[src/rtl/nested_counter3.sv]
// nested_counter3: three-level nested loop counter (x inner, y middle, z outer)
// that produces feature-map addresses for the conv/pool engines.
//
// Ports:
//   clk, rst              clock and synchronous active-high reset
//   i_start               start pulse, accepted only while idle
//   i_abort               return to idle without a done pulse
//   i_mode_cont           sampled at start: 0 one-shot, 1 continuous
//   ce                    advance enable
//   i_x/y/z_last          last value per dimension, sampled at start
//   o_x, o_y, o_z         current counts
//   o_busy                high while running
//   o_x_wrap, o_y_wrap    combinational wrap strobes for x and y
//   o_last                combinational: all dimensions at their last value
//   o_done                one-cycle pulse after the final step of a sweep
//   o_done_sticky         set with o_done, cleared by rst or an accepted start
module nested_counter3 #(
    parameter int unsigned CNT_WIDTH = 5,
    parameter bit          Z_EN      = 1'b1
) (
    input  logic                 clk,
    input  logic                 rst,
    input  logic                 i_start,
    input  logic                 i_abort,
    input  logic                 i_mode_cont,
    input  logic                 ce,
    input  logic [CNT_WIDTH-1:0] i_x_last,
    input  logic [CNT_WIDTH-1:0] i_y_last,
    input  logic [CNT_WIDTH-1:0] i_z_last,
    output logic [CNT_WIDTH-1:0] o_x,
    output logic [CNT_WIDTH-1:0] o_y,
    output logic [CNT_WIDTH-1:0] o_z,
    output logic                 o_busy,
    output logic                 o_x_wrap,
    output logic                 o_y_wrap,
    output logic                 o_last,
    output logic                 o_done,
    output logic                 o_done_sticky
);

    typedef enum logic [0:0] {StIdle, StRun} state_e;

    state_e                 state_q, state_d;
    logic [CNT_WIDTH-1:0]   x_q, x_d;
    logic [CNT_WIDTH-1:0]   y_q, y_d;
    logic [CNT_WIDTH-1:0]   z_q, z_d;
    logic [CNT_WIDTH-1:0]   x_last_q, x_last_d;
    logic [CNT_WIDTH-1:0]   y_last_q, y_last_d;
    logic [CNT_WIDTH-1:0]   z_last_q, z_last_d;
    logic                   mode_q, mode_d;
    logic                   done_q, done_d;
    logic                   sticky_q, sticky_d;

    logic busy;
    logic x_at_last;
    logic y_at_last;
    logic z_at_last;

    assign busy      = (state_q == StRun);
    assign x_at_last = (x_q == x_last_q);
    assign y_at_last = (y_q == y_last_q);
    // With z disabled the outer loop always counts as being on its last value.
    assign z_at_last = Z_EN ? (z_q == z_last_q) : 1'b1;

    always_comb begin
        state_d  = state_q;
        x_d      = x_q;
        y_d      = y_q;
        z_d      = z_q;
        x_last_d = x_last_q;
        y_last_d = y_last_q;
        z_last_d = z_last_q;
        mode_d   = mode_q;
        done_d   = 1'b0;
        sticky_d = sticky_q;

        unique case (state_q)
            StIdle: begin
                if (i_start) begin
                    x_last_d = i_x_last;
                    y_last_d = i_y_last;
                    z_last_d = Z_EN ? i_z_last : '0;
                    mode_d   = i_mode_cont;
                    x_d      = '0;
                    y_d      = '0;
                    z_d      = '0;
                    sticky_d = 1'b0;
                    state_d  = StRun;
                end
            end
            StRun: begin
                if (i_abort) begin
                    // Abort beats a coincident final step: no done, sticky untouched.
                    x_d     = '0;
                    y_d     = '0;
                    z_d     = '0;
                    state_d = StIdle;
                end else if (ce) begin
                    if (!x_at_last) begin
                        x_d = x_q + CNT_WIDTH'(1);
                    end else begin
                        x_d = '0;
                        if (!y_at_last) begin
                            y_d = y_q + CNT_WIDTH'(1);
                        end else begin
                            y_d = '0;
                            if (!z_at_last) begin
                                z_d = z_q + CNT_WIDTH'(1);
                            end else begin
                                z_d      = '0;
                                done_d   = 1'b1;
                                sticky_d = 1'b1;
                                if (!mode_q) begin
                                    state_d = StIdle;
                                end
                            end
                        end
                    end
                end
            end
            default: state_d = StIdle;
        endcase

        if (!Z_EN) begin
            z_d = '0;
        end
    end

    always_ff @(posedge clk) begin
        if (rst) begin
            state_q  <= StIdle;
            x_q      <= '0;
            y_q      <= '0;
            z_q      <= '0;
            x_last_q <= '0;
            y_last_q <= '0;
            z_last_q <= '0;
            mode_q   <= 1'b0;
            done_q   <= 1'b0;
            sticky_q <= 1'b0;
        end else begin
            state_q  <= state_d;
            x_q      <= x_d;
            y_q      <= y_d;
            z_q      <= z_d;
            x_last_q <= x_last_d;
            y_last_q <= y_last_d;
            z_last_q <= z_last_d;
            mode_q   <= mode_d;
            done_q   <= done_d;
            sticky_q <= sticky_d;
        end
    end

    assign o_x           = x_q;
    assign o_y           = y_q;
    assign o_z           = z_q;
    assign o_busy        = busy;
    assign o_x_wrap      = busy & ce & x_at_last;
    assign o_y_wrap      = busy & ce & x_at_last & y_at_last;
    assign o_last        = busy & x_at_last & y_at_last & z_at_last;
    assign o_done        = done_q;
    assign o_done_sticky = sticky_q;

endmodule

[config.mk]
export PLATFORM = sky130hd
export DESIGN_NAME = nested_counter3
export DESIGN_NICKNAME = d
export VERILOG_FILES = /design/src/rtl/nested_counter3.sv
export SDC_FILE = /design/constraint.sdc
export NUM_CORES = 1
export LEC_CHECK = 0
export CAP_MARGIN = 20
export CORE_MARGIN = 3
export CORE_UTILIZATION = 52
export DETAILED_ROUTE_END_ITERATION = 10
export PLACE_DENSITY = 0.84
export SYNTH_ARGS = -nofsm -noshare
export SYNTH_HDL_FRONTEND = slang
export SYNTH_SLANG_ARGS = --single-unit
[constraint.sdc]
create_clock -name clk -period 4.2 [get_ports clk]
set_input_delay 1.26 -clock clk [delete_from_list [all_inputs] [get_ports clk]]
set_output_delay 1.26 -clock clk [all_outputs]
set_load 0.03 [all_outputs]
==> results of run 1 <==
through the flow:
stage / cell area (sq um) / power, mW / util / worst slack, ns
5_1_grt: 2190 / 0.818 / 0.761 / 0.117
2_1_floorplan: 1650 / 0.433 / - / 1.22
4_1_cts: 2190 / 0.783 / 0.761 / 0.202
6_report: 2190 / 0.778 / 0.761 / 0.202
3_5_place_dp: 2080 / 0.474 / 0.722 / 0.207
3_3_place_gp: 2080 / 0.468 / 0.722 / 0.226
power by group through the flow:
stage | clock network [mW] | logic, mW | registers (mW)
CTS | 0.316 | 0.122 | 0.345
finish | 0.311 | 0.122 | 0.345
detailed placement | 0 | 0.122 | 0.353
global route | 0.337 | 0.134 | 0.347
global placement | 0 | 0.117 | 0.352
floorplan | 0 | 0.0780 | 0.355
metal layers:
layer / track usage / up-vias / share of wire
met4: 0.0854 / 0 / 0.024
li1: - / 767 / -
met3: 0.0721 / 11 / 0.060
met1: 0.256 / 711 / 0.44
met2: 0.370 / 56 / 0.48
met5: 0 / - / 0
cells by family after synthesis:
kind of cell,after synthesis
compound gates,43
xor+xnor,19
fa+ha+maj,3
buf+inv,16
flops,34
mux,1
simple gates,85
cell type report:
| cell class | count | area (sq um) |
|---|---|---|
| Sequential cell | 34 | 681 |
| Timing Repair Buffer | 42 | 418 |
| Tap cell | 42 | 52.6 |
| Clock buffer | 6 | 51.3 |
| Inverter | 6 | 22.5 |
| Fill cell | 218 | 688 |
| Clock inverter | 2 | 60.1 |
| Multi-Input combinational cell | 151 | 903 |
synth_stat cells:
cell       instances
nand2_1           39
dfxtp_1           34
a21oi_1           25
nand3_1           10
xor2_1            10
xnor2_1            9
nor3_1             7
clkbuf_1           6
inv_1              6
nand4_1            4
nor2_1             4
a21o_1             3
and2_1             3
and3_1             3
buf_2              3
ha_1               3
nand2b_1           3
nand3b_1           3
o21ai_0            3
o32ai_1            3
or3_1              3
a31oi_1            2
nor2b_1            2
o21ai_1            2
a211oi_1           1
a31oi_4            1
buf_1              1
mux2i_1            1
nand4b_1           1
nor3_2             1
nor3_4             1
o2111ai_1          1
o21a_2             1
o31ai_1            1
or4_1              1
how the worst min path moves through the flow:
| stage | start | to | slack (ns) | depth (start not counted) |
|---|---|---|---|---|
| after detailed placement | o_done_sticky$_SDFFE_PP0P_ | o_done_sticky$_SDFFE_PP0P_ | 0.45 | 2 |
| after CTS | o_done_sticky$_SDFFE_PP0P_ | o_done_sticky$_SDFFE_PP0P_ | 0.47 | 2 |
| final | o_done_sticky$_SDFFE_PP0P_ | o_done_sticky$_SDFFE_PP0P_ | 0.47 | 2 |
| after global routing | x_last_q[1]$_SDFFE_PP0P_ | x_last_q[1]$_SDFFE_PP0P_ | 0.51 | 2 |
| after floorplan | mode_q$_SDFFE_PP0P_ | mode_q$_SDFFE_PP0P_ | 0.44 | 2 |
| after global placement | o_done_sticky$_SDFFE_PP0P_ | o_done_sticky$_SDFFE_PP0P_ | 0.45 | 2 |
cells in the final DEF (no fill, tap or decap), types with 2 or more instances in the layout:
master	count
inv_1	6
o32ai_1	3
nand3_1	10
ha_1	3
and2_1	3
and3_1	3
a21oi_1	25
or3_1	3
xnor2_1	9
xor2_1	10
nor3_1	7
nand3b_1	3
nand2b_1	3
nor2b_1	2
dfxtp_1	34
nand4_1	4
o21ai_1	2
a21o_1	3
clkdlybuf4s50_1	41
nand2_1	39
o21ai_0	3
clkbuf_4	5
bufinv_16	2
nor2_1	4
a31oi_1	2
state kept, by name, indices dropped and copies added (netlist names):
register / cells
o_y: 5
o_done: 1
o_done_sticky: 1
mode_q: 1
x_last_q: 5
z_last_q: 5
o_busy: 1
o_x: 5
o_z: 5
y_last_q: 5
worst max-delay path, cell delays in order:
cell and delay, ns:
clkdlybuf4s50_1 0.49, and3_1 0.19, and2_1 0.13, clkdlybuf4s50_1 0.66
==> reports/metrics.yaml, run 1 <==
status: "finished clean"
root_buffer: "clkbuf_4"
io_pins: 42
combPwrFrac: 0.157
die_w_um: 62.3
synth_compound_area_frac: 0.161
antenna_cells: 0
gp_congestion: 0.872
cts_tree: "built"
worst_setup_path_end_kind: "primary output"
critical_path_class: "in2out"
path_clk_slew_ns: 0.10
p_clk_frac: 0.399
rsz0062_at_grt: "false"
pwr-share-seq: 0.444
rr_worst_depth: 5
synthAdderAreaFrac: 0.0228
instances_no_fill: 283
syn-cell-area_sq_um: 1650
wirelength_um: 4000
final_nets: 264
viasPerCell: 5.46
synth_seq_cells: 34
synth_area_leaders: "dfxtp_1, nand2_1, a21oi_1"
syn_to_final_growth_pct: 32.8
die_h_um: 62.3
synthSimpleGateAreaFrac: 0.257
synthCells: 201
cts_max_level: 2
wl_per_cell_um: 14.1
synth_xor_area_frac: 0.101
rows: 19
startpoint: "ce"
worstPathArrival_ns: 2.74
ys_types: 35
p_sw_uw: 188
grt_max_degree: 23
min_period_ns: 4.00
yosysTopAreaCell: "dfxtp_1"
skew_ns: 0.00896
synth_top_family_by_area: "simple AND/OR/NAND/NOR gates"
post_cts_buffers: 0
grt_use_total: 0.219
internal_power_uw: 590
dieArea_sq_um: 3880
globalRouteOverflowTotal: 0
r2r_start: "o_busy$_SDFF_PP0_"
fmax_mhz: 250
clk_latency_ns: 0.34
min_path_type: "reg2reg"
finalMaxSlewViolations: 0
drt_first_pass_iters: 4
cts_resized: 0
dp_cells: 275
ir_drop_mv: 0.262
io_buffers: 41
worst_pin_slew_ns: 0.956
power_leakage_nw: 0.813
path_max_fanout: 3
regToRegSetupSlack_ns: 1.89
cp-start-kind: "primary input"
cts_sinks: 34
synth.top_cell.area_share: 0.413
start_util: 0.573
numCtsBuffers: 5
finalSetupTns_ns: 0
p_per_area_nw_per_um2: 356
maxCapViolCount: 0
required_ns: 2.94
hold_slack_ns: 0.465
core-area_sq_um: 2880
r2r_end: "o_y[3]$_SDFFE_PP0P_"
yosysWarnings: 0
drtIter0Drc: 145
avgSynthCellArea_sq_um: 8.20
remaining_drc_errors: 0
synth_mux_area_frac: 0.00607
grt_pass1_vias: 1463
netSwitchingFraction: 0.242
crit_end: "o_y_wrap"
cts_hold_buf: 0
place.detailed.hpwl_um: 3040
slew_headroom: 0.362
grt_pass1_wl_um: 6760
setup_viol: 0
fin_crit_sh: 0.952
syn_nets: 225
final_antenna_net_count: 0
yosysSeqAreaShare: 0.413
vias: 1545
finalHoldViolations: 0
drive_gt1_frac: 0.0539
clockBufferDepth: 2
antenna_found_initial: 0
Power figures use the tool's default switching activity.
==> run 2, diff against run 1 <==
--- a/config.mk
+++ b/config.mk
@@ -6,10 +6,10 @@
 export NUM_CORES = 1
 export LEC_CHECK = 0
 export CAP_MARGIN = 20
-export CORE_MARGIN = 3
 export CORE_UTILIZATION = 52
 export DETAILED_ROUTE_END_ITERATION = 10
 export PLACE_DENSITY = 0.84
+export SKIP_LAST_GASP = 1
 export SYNTH_ARGS = -nofsm -noshare
 export SYNTH_HDL_FRONTEND = slang
 export SYNTH_SLANG_ARGS = --single-unit
==> run 2 against run 1 <==
  * Global-route usage grew 3.0 points
  * Sequential cell count is the same
  * Critical path depth is the same
  * Clock skew grew 0.0029 ns
  * Non-clock buffer count grew 2
  * Utilization shrank 4.9 points
  * Worst hold slack gained 0.0034 ns
  * Via count grew 0.71%
  * Fmax grew 0.38%
  * Wire length shrank 7.2%
  * First-iteration DRC count shrank 50%
  * Critical endpoint unchanged
  * Largest cell class unchanged
==> reports/metrics.yaml, run 2 (same netlist as run 1, synthesis figures left out) <==
status: "finished clean"
io_pins: 42
grt_pass1_vias: 1472
drtIter0Drc: 73
viasPerCell: 5.42
drt_first_pass_iters: 4
required_ns: 2.94
fmax_mhz: 251
io_buffers: 41
rows: 20
skew_ns: 0.0118
final_cell_mix: "clkdlybuf4s50_1, nand2_1, dfxtp_1, a21oi_1"
path_max_fanout: 3
syn_to_final_growth_pct: 30.8
final_common_cell: "clkdlybuf4s50_1"
min_path_type: "reg2reg"
clk_latency_ns: 0.34
vias: 1556
wirelength_um: 3710
min_period_ns: 3.98
dieArea_sq_um: 3400
dp_cells: 279
clockBufferDepth: 2
grt_pass1_wl_um: 6380
cts_resized: 0
power_uw: 660
setup_ws_ns: 0.217
instances_no_fill: 287
finalHoldViolations: 0
power_leakage_nw: 0.799
antenna_cells: 0
final_antenna_net_count: 0
fin_crit_sh: 0.948
slew_headroom: 0.556
rsz0062_at_grt: "false"
fin_util: 0.712
antenna_found_initial: 0
p_per_area_nw_per_um2: 306
die_w_um: 58.3
critical_path_class: "in2out"
numCtsBuffers: 5
place.detailed.hpwl_um: 2720
gp_congestion: 0.814
core-area_sq_um: 3030
globalRouteOverflowTotal: 0
path_clk_slew_ns: 0.11
finalMaxSlewViolations: 0
remaining_drc_errors: 0
start_util: 0.544
root_buffer: "clkbuf_4"
drive_gt1_frac: 0.0576
place_area_sq_um: 2090
grt_max_degree: 21
cts_hold_buf: 0
cp-start-kind: "primary input"
finalSetupTns_ns: 0
ir_drop_mv: 0.227
worst_pin_slew_ns: 0.663
cts_tree: "built"
worst_setup_path_end_kind: "primary output"
design_area_sq_um: 2150
cts_sinks: 34
hold_slack_ns: 0.469
setup_viol: 0
cts_max_level: 2
die_h_um: 58.3
maxCapViolCount: 0
final_nets: 266
worstPathArrival_ns: 2.72
dp_slack_ns: 0.213
post_cts_buffers: 0
grt_use_total: 0.248
wl_per_cell_um: 12.9
run 2: cell count changes in the layout (fill, tap and decap cells not counted), sizes merged:
cell | previous run | this run
buf | 1 | 3
bufinv | 2 | 0
clkbuf | 6 | 7
clkinv | 0 | 1
run 2: cell type report:
class | count | area (sq um)
fill | 260 | 873
clock buffer | 7 | 55.1
timing repair buffer | 44 | 433
sequential | 34 | 681
inverter | 6 | 22.5
clock inverter | 1 | 5.00
multi-input combinational | 151 | 903
tap | 44 | 55.1
run 2: metal layers:
layer,vias to the layer above,track usage,share of wire
met2,51,0.402,0.48
met1,723,0.303,0.44
li1,771,-,-
met4,0,0.146,0.023
met3,11,0.0571,0.056
met5,-,0,0
run 2: critical path: stages:
cell,delay (ns)
clkdlybuf4s50_1,0.48
and3_1,0.19
and2_1,0.14
clkdlybuf4s50_1,0.66
run 2: where the power goes:
| part | switching [mW] | internal (mW) | leakage (nW) |
|---|---|---|---|
| Sequential | 0.0104 | 0.334 | 0.277 |
| Clock | 0.108 | 0.0811 | 0.0353 |
| Combinational | 0.0699 | 0.0558 | 0.487 |
| Total | 0.188 | 0.471 | 0.799 |
run 2: final timing paths:
| check | start | cells past startpoint | endpoint | slack [ns] |
|---|---|---|---|---|
| min | mode_q$_SDFFE_PP0P_ | 2 | mode_q$_SDFFE_PP0P_ | 0.47 |
| max | ce | 4 | o_y_wrap | 0.22 |
| max reg2reg | o_x[0]$_SDFFE_PP0P_ | 6 | o_z[4]$_SDFFE_PP0P_ | 2.38 |
| min reg2reg | mode_q$_SDFFE_PP0P_ | 2 | mode_q$_SDFFE_PP0P_ | 0.47 |
